## src/rtl/expr_tx.sv

```systemverilog
// Streams a loaded expression as ASCII digits and '+'/'*' operators, one char per
// accepted cycle, and evaluates it with '*' binding tighter than '+'.
module expr_tx #(
    parameter int N_OPS = 4,
    parameter int W_RES = 16
) (
    input  logic                 clk,
    input  logic                 clr,
    input  logic                 start,
    input  logic [4*N_OPS-1:0]   operands,
    input  logic [N_OPS-2:0]     ops,
    input  logic                 ready,
    output logic [7:0]           out,
    output logic                 out_valid,
    output logic                 busy,
    output logic                 done,
    output logic [W_RES-1:0]     result
);
    // state    | meaning
    // S_IDLE   | waiting for start
    // S_DIGIT  | presenting operand idx
    // S_OP     | presenting operator between operand idx and idx+1
    // S_FINISH | done pulse, result just loaded
    localparam logic [1:0] S_IDLE   = 2'd0;
    localparam logic [1:0] S_DIGIT  = 2'd1;
    localparam logic [1:0] S_OP     = 2'd2;
    localparam logic [1:0] S_FINISH = 2'd3;
    localparam int IW = $clog2(N_OPS);

    logic [1:0]       state;
    logic [IW-1:0]    idx;
    logic [IW-1:0]    idx_nxt;
    logic [3:0]       dig [N_OPS];
    logic [N_OPS-2:0] ops_q;
    logic [W_RES-1:0] sum, term, sum_nxt, term_nxt, d_ext;
    logic [3:0]       d_cur;
    logic             accept;

    function automatic logic [3:0] sat(input logic [3:0] v);
        return (v > 4'd9) ? 4'd9 : v;
    endfunction

    function automatic logic [7:0] digit_char(input logic [3:0] v);
        return 8'h30 + {4'h0, v};
    endfunction

    assign accept  = out_valid & ready;
    assign idx_nxt = idx + IW'(1);
    assign d_cur   = dig[idx];
    assign d_ext   = {{(W_RES-4){1'b0}}, d_cur};

    // Running evaluation applied when the current digit is accepted.
    always_comb begin
        sum_nxt  = sum;
        term_nxt = term;
        if (idx == '0) begin
            sum_nxt  = '0;
            term_nxt = d_ext;
        end else if (ops_q[idx - IW'(1)]) begin
            term_nxt = term * d_ext;
        end else begin
            sum_nxt  = sum + term;
            term_nxt = d_ext;
        end
    end

    always_ff @(posedge clk) begin
        if (!clr) begin
            state     <= S_IDLE;
            idx       <= '0;
            ops_q     <= '0;
            sum       <= '0;
            term      <= '0;
            out       <= 8'h00;
            out_valid <= 1'b0;
            busy      <= 1'b0;
            done      <= 1'b0;
            result    <= '0;
            for (int i = 0; i < N_OPS; i++) dig[i] <= 4'd0;
        end else begin
            case (state)
                S_IDLE: begin
                    if (start) begin
                        for (int i = 0; i < N_OPS; i++) dig[i] <= sat(operands[4*i +: 4]);
                        ops_q     <= ops;
                        idx       <= '0;
                        out       <= digit_char(sat(operands[3:0]));
                        out_valid <= 1'b1;
                        busy      <= 1'b1;
                        state     <= S_DIGIT;
                    end
                end
                S_DIGIT: begin
                    if (accept) begin
                        sum  <= sum_nxt;
                        term <= term_nxt;
                        if (idx == IW'(N_OPS-1)) begin
                            out       <= 8'h00;
                            out_valid <= 1'b0;
                            done      <= 1'b1;
                            result    <= sum_nxt + term_nxt;
                            state     <= S_FINISH;
                        end else begin
                            out   <= ops_q[idx] ? 8'h2A : 8'h2B;
                            state <= S_OP;
                        end
                    end
                end
                S_OP: begin
                    if (accept) begin
                        idx   <= idx_nxt;
                        out   <= digit_char(dig[idx_nxt]);
                        state <= S_DIGIT;
                    end
                end
                S_FINISH: begin
                    done  <= 1'b0;
                    busy  <= 1'b0;
                    state <= S_IDLE;
                end
                default: state <= S_IDLE;
            endcase
        end
    end
endmodule

```

## config.mk

```make
export PLATFORM = sky130hd
export DESIGN_NAME = expr_tx
export DESIGN_NICKNAME = d
export VERILOG_FILES = /design/src/rtl/expr_tx.sv
export SDC_FILE = /design/constraint.sdc
export NUM_CORES = 1
export LEC_CHECK = 0
export ABC_AREA = 1
export CORE_ASPECT_RATIO = 0.8
export CORE_MARGIN = 1
export CORE_UTILIZATION = 60
export DETAILED_ROUTE_END_ITERATION = 8
export GPL_TIMING_DRIVEN = 0
export PLACE_DENSITY = 0.81
export SLEW_MARGIN = 5
export SYNTH_ARGS = -nofsm -noshare
export SYNTH_HDL_FRONTEND = slang
export SYNTH_SLANG_ARGS = --single-unit
```

## constraint.sdc

```tcl
create_clock -name clk -period 13.6 [get_ports clk]
set_input_delay 2.72 -clock clk [delete_from_list [all_inputs] [get_ports clk]]
set_output_delay 2.72 -clock clk [all_outputs]
set_load 0.005 [all_outputs]
```

==> metrics.yaml <==
synth_ff_type: "dfxtp_1"
hold_start: "ops_q[1]$_SDFFE_PN0P_"
final.setup.tns_ps: 0
finalWorstPathRequiredPeriod_ps: 5720
antenna_found_initial: 0
die_h_um: 97.6
clk_latency_ps: 340
seq_area_frac_synth: 0.263
path_class: "reg -> reg"
die_x_um: 121
endpoint_kind: "flip-flop"
drcViolationCount: 0
arrival_ps: 5960
crit_top_cell: "nand2_1"
tightest_slew_ps: 745
synth_area_um2: 6850
cap_violations: 0
yosysTopAreaCellShare: 0.193
synth_top_area_cell: "dfxtp_1"
p_total_w: 0.000641
hold_class: "reg -> reg"
viasPerCell: 5.44
maxSlewViolCount: 0
worstPathRequired_ps: 13840
status: "finished, final reports clean"
port-buffer-count: 47
fill_cells: 967
hold_viol: 0
cts_tree: "built"
globalRouteTotalUtil: 0.306
final_nets: 1171
cts_max_path_buffers: 2
crit_slowest_cell: "fa_1"
ff_latch_area_um2: 1800
cts_resized: 0
grt_pass1_wl_mm: 28.6
cts.clk_slew.worst_paths_ps: 70
finClkSkew_ps: 9.44
p_leak_nw: 3.93
crit_fanout: 10
postCtsSetupRepairBufs: 0
drt_pre_antenna_iters: 5
layoutNonFillerInstCount: 1216
die_area_um2: 11900
finalSetupViolCount: 0
grt_max_degree: 19
drt-initial-drc-count: 604
drive_gt1_frac: 0.0504
cts_hold_buf: 0
synth-edff-count: 16
synthCells: 1008
start_kind: "flip-flop"
peakVddDrop_mv: 0.0667
core_area_um2: 11000
multi_input_area_um2: 4200
dp_hpwl_mm: 13.9
max-slew-margin-rel: 0.502
htreeDepth: 3
cts.sinks: 82
grt_pass1_vias: 5954
synth_area_leaders: "dfxtp_1 19%, nand2_1 10%, inv_1 10%"
final_cell_mix: "190 x nand2_1, 184 x inv_1, 120 x nor2_1, 86 x o21ai_0, 85 x a21oi_1"
place_congestion: 0.937
fmaxAchievable_mhz: 175
final_common_cell: "nand2_1"
cts_root_buf: "clkbuf_16"
overflow: 0
dp_cells: 1200
wire_per_inst_um: 14.4
syn2layout_area_growth_pct: 14.0
synthDistinctLibCells: 46
drtAntennaViolNets: 0
num_io_pins: 50
rows: 34
wl_mm: 17.5
ys.warnings.count: 0
n_antenna_cell: 0
max_stage_delay_ps: 540
powerDensity_nw_per_um2: 82.1
via_count: 6616
syn_avg_cell_area_um2: 6.80
start_util: 0.624
rsz0062_at_grt: "no"
synth_seq_cells: 82
cts-buffers-inserted: 9
period_share: 0.421
async_flop_share: 0
-- routing by layer --
layer  GRT usage  wire length [um]  up-vias
met3      0.0698              1490       27
met5           0                 0        -
met4      0.0665               289        0
li1            -                 -     3333
met1       0.454              8610     2998
met2       0.448              7120      258
-- flip-flops by register name, indices dropped and copies added (netlist names), named ones only --
signal / cells
term: 16
ops_q: 3
out_valid: 1
sum: 16
dig: 16
state: 2
idx: 2
busy: 1
result: 16
done: 1
out: 6
-- cells in the mapped netlist, drive strengths merged, types with 5 or more instances --
cell / number
clkbuf: 22
dfxtp: 66
nand2: 198
fa: 27
nor3: 5
o21ai: 92
buf: 7
edfxtp: 16
a21oi: 85
nor2: 122
o22ai: 6
xor2: 12
xnor2: 5
o211ai: 7
ha: 54
inv: 190
o21bai: 7
nand3: 46
or2: 8
-- worst paths after layout --
kind	to	slack (ps)	cells after the start
setup reg to reg	result[15]$_SDFFE_PN0P_	7880	31
hold reg to reg	ops_q[1]$_SDFFE_PN0P_	500	2
hold / removal	ops_q[1]$_SDFFE_PN0P_	500	2
setup / recovery	result[15]$_SDFFE_PN0P_	7880	31
-- cells by family after synthesis --
| family | Yosys count | share of synthesized area |
|---|---|---|
| flip-flops | 82 | 0.263 |
| AO/OA/AOI/OAI | 220 | 0.176 |
| AND/OR/NAND/NOR | 387 | 0.237 |
| buffers and inverters | 220 | 0.124 |
| XOR/XNOR | 17 | 0.0217 |
| other | 1 | 0.000547 |
| adder cells (fa/ha/maj) | 81 | 0.177 |
-- layout make-up --
type | count | share of cell area
Timing Repair Buffer | 47 | 0.0602
Multi-Input combinational cell | 707 | 0.538
Clock buffer | 10 | 0.0320
Inverter | 191 | 0.0924
Clock inverter | 6 | 0.00689
Sequential cell | 82 | 0.231
Buffer | 29 | 0.0165
Tap cell | 144 | 0.0231
-- worst max-delay path, delay by kind of cell, from the launching register on --
| family | cells | cell delay [ps] |
|---|---|---|
| fa+ha+maj | 4 | 1780 |
| compound gates | 7 | 1460 |
| simple gates | 12 | 1170 |
| buf+inv | 8 | 860 |
| flops | 1 | 320 |
-- power by group --
part / total [W] / leakage [nW] / switching (W) / internal [W]
Clock: 0.000247 / 0.147 / 0.000109 / 0.000139
Combinational: 0.000115 / 3.07 / 0.0000721 / 0.0000431
Sequential: 0.000279 / 0.708 / 0.0000127 / 0.000266
Total: 0.000641 / 3.93 / 0.000194 / 0.000448
-- metrics by stage --
| stage | hold WS [ps] | cell area, um2 | worst slack, ps | util |
|---|---|---|---|---|
| 2_1_floorplan | 461 | 6860 | 8870 | - |
| 3_3_place_gp | 480 | 7510 | 8140 | 0.684 |
| 3_5_place_dp | 487 | 7510 | 8040 | 0.684 |
| 4_1_cts | 497 | 7810 | 8010 | 0.712 |
| 5_1_grt | 506 | 7810 | 7510 | 0.712 |
| 6_report | 498 | 7810 | 7880 | 0.712 |
(Power assumes the default switching activity.)
